File: config.mk
export PLATFORM = sky130hd
export DESIGN_NAME = sync_fifo_param
export DESIGN_NICKNAME = d
export VERILOG_FILES = /design/src/rtl/sync_fifo_param.sv
export SDC_FILE = /design/constraint.sdc
export NUM_CORES = 1
export LEC_CHECK = 0
export ABC_CLOCK_PERIOD_IN_PS = 3100
export CAP_MARGIN = 20
export CORE_MARGIN = 2
export CORE_UTILIZATION = 51
export CTS_CLUSTER_SIZE = 8
export DETAILED_ROUTE_END_ITERATION = 10
export GPL_TIMING_DRIVEN = 0
export PLACE_DENSITY = 0.73
export SYNTH_ARGS = -nofsm -noshare
export SYNTH_HDL_FRONTEND = slang
export SYNTH_SLANG_ARGS = --single-unit
File: constraint.sdc
create_clock -name clock -period 3.1 [get_ports clock]
set_input_delay 0.775 -clock clock [delete_from_list [all_inputs] [get_ports clock]]
set_output_delay 0.775 -clock clock [all_outputs]
set_load 0.05 [all_outputs]
File: src/rtl/sync_fifo_param.sv
// Single-clock parametrised FIFO with registered read port, programmable
// almost-full/almost-empty thresholds, occupancy count and sticky error flags.
module sync_fifo_param #(
    parameter int DATA_WIDTH          = 16,
    parameter int ADDR_WIDTH          = 6,
    parameter int ALMOST_FULL_THRESH  = 56,
    parameter int ALMOST_EMPTY_THRESH = 8
) (
    input  logic                  clock,
    input  logic                  reset_n,
    input  logic                  write_enable,
    input  logic [DATA_WIDTH-1:0] write_data,
    input  logic                  read_enable,
    output logic [DATA_WIDTH-1:0] read_data,
    output logic                  read_valid,
    output logic                  full,
    output logic                  empty,
    output logic                  almost_full,
    output logic                  almost_empty,
    output logic [ADDR_WIDTH:0]   count,
    output logic                  overflow,
    output logic                  underflow,
    input  logic                  clear_errors
);

    localparam int DEPTH = 1 << ADDR_WIDTH;

    localparam logic [ADDR_WIDTH:0]   COUNT_ONE  = (ADDR_WIDTH+1)'(1);
    localparam logic [ADDR_WIDTH-1:0] PTR_ONE    = ADDR_WIDTH'(1);
    localparam logic [ADDR_WIDTH:0]   FULL_LEVEL = (ADDR_WIDTH+1)'(DEPTH);
    localparam logic [ADDR_WIDTH:0]   AF_LEVEL   = (ADDR_WIDTH+1)'(ALMOST_FULL_THRESH);
    localparam logic [ADDR_WIDTH:0]   AE_LEVEL   = (ADDR_WIDTH+1)'(ALMOST_EMPTY_THRESH);

    logic [DATA_WIDTH-1:0] mem [DEPTH];
    logic [ADDR_WIDTH-1:0] wr_ptr;
    logic [ADDR_WIDTH-1:0] rd_ptr;

    logic                  write_accept;
    logic                  read_accept;
    logic [ADDR_WIDTH:0]   count_next;

    // Accepts use the registered flags, so a full FIFO still takes a read
    // and an empty FIFO still takes a write on the same edge.
    always_comb begin
        write_accept = write_enable && !full;
        read_accept  = read_enable && !empty;
        count_next   = count;
        if (write_accept && !read_accept) begin
            count_next = count + COUNT_ONE;
        end else if (read_accept && !write_accept) begin
            count_next = count - COUNT_ONE;
        end
    end

    // Storage is deliberately left out of reset.
    always_ff @(posedge clock) begin
        if (write_accept) begin
            mem[wr_ptr] <= write_data;
        end
    end

    always_ff @(posedge clock or negedge reset_n) begin
        if (!reset_n) begin
            wr_ptr <= '0;
            rd_ptr <= '0;
            count  <= '0;
        end else begin
            if (write_accept) begin
                wr_ptr <= wr_ptr + PTR_ONE;
            end
            if (read_accept) begin
                rd_ptr <= rd_ptr + PTR_ONE;
            end
            count <= count_next;
        end
    end

    // Status flags come from the next count so they move on the same edge
    // as count without any combinational path from the enables.
    always_ff @(posedge clock or negedge reset_n) begin
        if (!reset_n) begin
            full         <= 1'b0;
            empty        <= 1'b1;
            almost_full  <= 1'b0;
            almost_empty <= 1'b1;
        end else begin
            full         <= (count_next == FULL_LEVEL);
            empty        <= (count_next == '0);
            almost_full  <= (count_next >= AF_LEVEL);
            almost_empty <= (count_next <= AE_LEVEL);
        end
    end

    always_ff @(posedge clock or negedge reset_n) begin
        if (!reset_n) begin
            read_data  <= '0;
            read_valid <= 1'b0;
        end else begin
            read_valid <= read_accept;
            if (read_accept) begin
                read_data <= mem[rd_ptr];
            end
        end
    end

    // A new error on the same edge as clear_errors keeps the flag set.
    always_ff @(posedge clock or negedge reset_n) begin
        if (!reset_n) begin
            overflow  <= 1'b0;
            underflow <= 1'b0;
        end else begin
            overflow  <= (overflow && !clear_errors) || (write_enable && full);
            underflow <= (underflow && !clear_errors) || (read_enable && empty);
        end
    end

endmodule

=== After elaboration in Yosys (flattened, before gate mapping) ===
Memories as Yosys holds them, arrays and structs flattened. A register that Yosys moved wholly into a read port is not among the register bits.
Index checks and enable logic that the tools add are counted.

* Output and inout bits: 30
* Bits in writable memories: 1024
* Memories kept: 1
* Logic and storage cells: 39
* Bits in registers: 26

{| class="wikitable"
|+ Memories
! name !! depth !! width !! read ports !! clocked after Yosys merged registers in !! write ports !! line !! source
|-
| mem || 64 || 16 || 1 || 1 || 1 || 34 || <nowiki>logic [DATA_WIDTH-1:0] mem [DEPTH];</nowiki>
|}

* Equality and inequality tests: 1
* $lt $le $gt $ge: 2
* Reductions and logical operators: 17
* Mux-type cells: 4
* $add $sub $neg: 4

{| class="wikitable"
|+ Operators by type and width
! cell !! count
|-
| 7-bit 2-to-1 mux || 2
|-
| 6-bit by 1-bit adder with 6-bit output, second input constant || 2
|-
| 1-bit logical AND || 8
|-
| 7-bit by 1-bit adder with 7-bit output, second input constant || 1
|-
| 7-bit == test, second input constant || 1
|-
| 7-bit by 6-bit >= comparator with 1-bit output, second input constant || 1
|-
| 7-bit by 4-bit less-or-equal comparator with 1-bit output, second input constant || 1
|-
| 7-bit logical NOT || 1
|-
| 7-bit by 1-bit subtractor with 7-bit output, second input constant || 1
|-
| 1-bit logical NOT || 6
|-
| 1-bit logical OR || 2
|-
| 1-bit 2-to-1 mux || 2
|}

=== Longest topological paths before layout ===
* Depth in word-level cells: 7
* Mapped depth: 9

=== Worst setup path after synthesis ===
No wires, ideal clock.

* Path kind: input-to-reg
* From: input write_enable
* To: memory mem[48][0], enable pin
* Library setup time: 431 ps
* Data required time: 2669 ps
* Arrival time: 3165 ps
* Path buffers: 1
* Stages on the path: 4
* Slack: -496 ps
* Cell sequence: nor2b_1 -> buf_2 -> nand4b_1 -> nor4_1

* Longest elaborated chain between the ends: 3

{| class="wikitable"
|+ Ends and longest elaborated chain
! element !! line !! source
|-
| start: declaration || 11 || <nowiki>input logic write_enable,</nowiki>
|-
| 1-bit logical AND || 45 || <nowiki>write_accept = write_enable && !full;</nowiki>
|-
| 1-bit 2-to-1 mux || 57 || <nowiki>if (write_accept) begin</nowiki>
|-
| 1-bit 2-to-1 mux (implied by the code) || 58 || <nowiki>mem[wr_ptr] <= write_data;</nowiki>
|-
| end: declaration || 34 ||
|}

No other way between the ends.

==> summary.md <==
| Metric | Value |
|---|---|
| Outcome | finished clean |
| Critical Path RT | approximately 3.7 ns |
| DRT Pass-1 Iters | 6 |
| Slew Viols, Final | 0 |
| Internal power | around 31 mW |
| Min-Delay Path Class | in2reg |
| Synth Area per Inst | between 20 and 25 µm² |
| RSZ-0062 raised after global routing | yes |
| Rows | roughly 100 |
| CTS H-tree depth | 4 |
| Detail Route Antenna Nets | 0 |
| Sequential share of power | 0.372 |
| Largest net degree at the start of global routing | between 60 and 70 |
| Die area | ~0.084 mm² |
| Placer Congestion | roughly 0.9 |
| Vias | approximately 22000 |
| Final setup fails | 0 |
| CP peak stage delay | slightly above 0.6 ns |
| Max Cap Viol | 0 |
| Power Density | 932 mW/mm² |
| Top Ports | 51 |
| Synth-to-layout area growth | 18.2% |
| Crit path cell chain | buf_6, buf_6, buf_2, mux4_2, a22oi_1, o21ai_0, a22oi_1, o31ai_1 |
| Leak Pwr | 15.9 nW |
| Placed inst area | roughly 0.045 mm² |
| Yosys top cell area share | 0.742 |
| Syn Nets | roughly 2100 |
| #FFs+latches synth | about 1100 |
| CP Max Fanout | 10 |
| Final WL | approximately 110 mm |
| Drt wl/cell | 32.3 µm |
| Sequential share of the synthesized area | 0.767 |
| CP max-delay cell | mux4_2 |
| Port buffer count | 50 |
| Core region area | 0.0805 mm² |
| Root Buffer | clkbuf_16 |
| Critical Path AT | between 3 and 4 ns |
| Fin crit period | a little over 3 ns |
| Congestion Overflow GR | 0 |
| CTS tree | yes |
| Yosys warns | 0 |
| Asr flop ratio synth | 0.0394 |
| HPWL after detailed placement | between 70 and 80 mm |
| Die Wd | ~290 µm |
| Total CTS buffers | 151 |
| Slew margin rel. | 0.324 |
| CTS Buffer Depth | 3 |
| Peak VDD IR | roughly 0.61 mV |
| Top post-synthesis cells by area | edfxtp_1 (74%), mux4_2 (11%), mux2i_1 (3.5%), dfrtp_1 (2.4%), nor2_1 (0.91%) |
| Worst-skew pair later-pin latency | about 0.73 ns |
| Type of origin of the critical path | flop |
| Largest area contributor in the netlist | edfxtp_1 |
| Worst Path Buf+Inv | 3 |
| Iteration-0 DRC Markers | 3304 |
| Sw Ratio | 0.330 |
| Filler cells | between 5000 and 6000 |
| Unique masters post-synth | 57 |
| Worst Clk Skew | between 0.02 and 0.03 ns |
| Combinational power share | 0.306 |
| Worst Setup Slack, final | 0.00173 ns |
| Synth Flop Type | edfxtp_1 |
| Vias in the first global route | around 22000 |
| Clk sink count | 1066 |
| FMAX | roughly 0.32 GHz |
| First-pass GRT wire length | approximately 160 mm |
| Period utilization | 0.999 |
| Worst slew pin tran | just over 1 ns |
| Vias per cell | approximately 6.4 |
| Design Area, Final | just under 0.05 mm² |
| Most common cell in the netlist | edfxtp_1 |
| Gr usage total | 0.270 |
| Cells after Synth | around 2000 |
| Crit-path leading delay family | compound AO/OA/AOI/OAI gates |
| Post-synth EDFFs | 1024 |
| Final #Nets | about 2300 |
| Clock Power Share | 0.322 |
| Total power | about 46 mW |
| Initial Utilization | 0.515 |
| DRC | 0 |
| Setup CP Type | reg2reg |
| Initial antenna violation count | 2 |
| Share of layout cells above drive strength 1 | 0.263 |
| Worst setup EP type | flop |
| Clock slew at reported path FFs | ~0.05 ns |
| Top cells by count, synth | edfxtp_1 (1024), mux4_2 (209), mux2i_1 (143) |
| Mapped cell area | 0.0414 mm² |
| Worst slack, placed | -0.783 ns |
| Die height | ~290 µm |
| Hold Vio Cnt, Final | 0 |
| Switching power | about 15 mW |
[sequential cells by signal (all words and copies together), names as in the netlist, 6 cells and up]
| register | cells |
|---|---|
| mem | 1024 |
| rd_ptr | 6 |
| read_data | 16 |
| wr_ptr | 6 |
| count | 7 |
[cell usage in the layout, fill, tap and decap left out, types with 5 or more instances in the layout]
cell             instances
o22ai_1                 17
clkbuf_16              152
buf_2                   43
clkdlybuf4s50_1         33
clkbuf_1                94
nor2_1                  39
nor2b_1                  5
clkinv_8                 6
inv_1                    6
nand3_1                 11
mux2i_1                142
buf_4                   17
nor2_4                  10
o21ai_1                 15
buf_1                   11
mux4_2                 209
a2111oi_0               16
buf_12                  16
nand2b_1                 7
nor2_2                  52
buf_16                   8
nand2_1                 61
a221oi_1                15
o31ai_1                 15
dfrtp_1                 40
clkbuf_2                 8
o21ai_0                 43
a22oi_1                 38
edfxtp_1              1024
a21oi_1                 42
o211ai_1                 6
a22oi_2                  8
or2_2                    7
xnor2_1                 13
inv_6                    5
a31oi_1                 17
buf_6                   14
buf_8                   48
[kinds of logic (layout without fill, tap and decap cells)]
group	Yosys count	count (layout)	synth area share
AO/OA/AOI/OAI	242	242	0.0380
adder cells (fa/ha/maj)	6	6	0.00169
flip-flops	1066	1066	0.767
XOR/XNOR	14	14	0.00296
multiplexers	353	353	0.148
buffers and inverters	133	471	0.0164
other	0	2	0
AND/OR/NAND/NOR	227	227	0.0253
[worst reg2reg max path, cell delays in order (launching register included)]
cell	delay [ns]
dfrtp_1	0.38
buf_6	0.19
buf_6	0.22
buf_2	0.37
mux4_2	0.62
a22oi_1	0.17
o21ai_0	0.25
a22oi_1	0.61
o31ai_1	0.16
[final timing paths]
path	startpoint	slack, ns	endpoint	depth (start not counted)
max reg2reg	rd_ptr[0]	0.002	read_data[2]	8
min in group asynchronous	reset_n	0.47	underflow	2
min reg2reg	full	0.55	overflow	2
max in group asynchronous	reset_n	2.13	wr_ptr[1]	3
max	rd_ptr[0]	0.002	read_data[2]	8
min	write_data[4]	0.42	mem[41][4]	1
[per-stage QoR]
step,util,instances,TNS [ns],hold WS (ns)
after CTS,0.607,3437,0,0.388
after detailed placement,0.554,3224,-377.55,0.516
final,0.608,3441,0,0.418
after global routing,0.608,3439,-2.35,0.411
after floorplan,-,2041,0,0.479
after global placement,0.537,3151,-1619.07,0.518
[per-layer routing]
metal | share of wire | up-vias | GRT usage
met3 | 0.10 | 208 | 0.0666
met2 | 0.47 | 1389 | 0.420
met1 | 0.39 | 11500 | 0.378
met5 | 0.00022 | - | 0
li1 | - | 8958 | -
met4 | 0.031 | 4 | 0.0921
[power by group through the flow]
stage | combinational [mW] | sequential, mW | clock (mW)
CTS | 13.7 | 17.0 | 14.8
global route | 14.5 | 17.0 | 15.4
detailed placement | 13.5 | 17.2 | 0
finish | 14.0 | 17.0 | 14.7
floorplan | 7.89 | 17.6 | 0
global placement | 13.0 | 17.3 | 0
[repair_timing]
| item | 4_1_cts | 5_1_grt |
|---|---|---|
| endpoints found under the hold margin | 9 | 0 |
| hold buffers | 1 | 0 |
| pin swaps | 1 | 1 |
| setup buffers | 1 | 2 |
| endpoints found under the setup margin | 22 | 230 |
| gates resized for setup | 15 | 32 |
[layout make-up]
| type | count | area, µm² | area share |
|---|---|---|---|
| Inverter | 6 | 22.5 | 0.000460 |
| Sequential cell | 1066 | 31800 | 0.649 |
| Clock buffer | 195 | 3970 | 0.0809 |
| Multi-Input combinational cell | 842 | 9250 | 0.189 |
| Tap cell | 1060 | 1330 | 0.0271 |
| Clock inverter | 16 | 220 | 0.00449 |
| Timing Repair Buffer | 127 | 1710 | 0.0350 |
| Buffer | 127 | 692 | 0.0141 |
| Antenna cell | 2 | 5.00 | 0.000102 |
(Power assumes the default switching activity.)
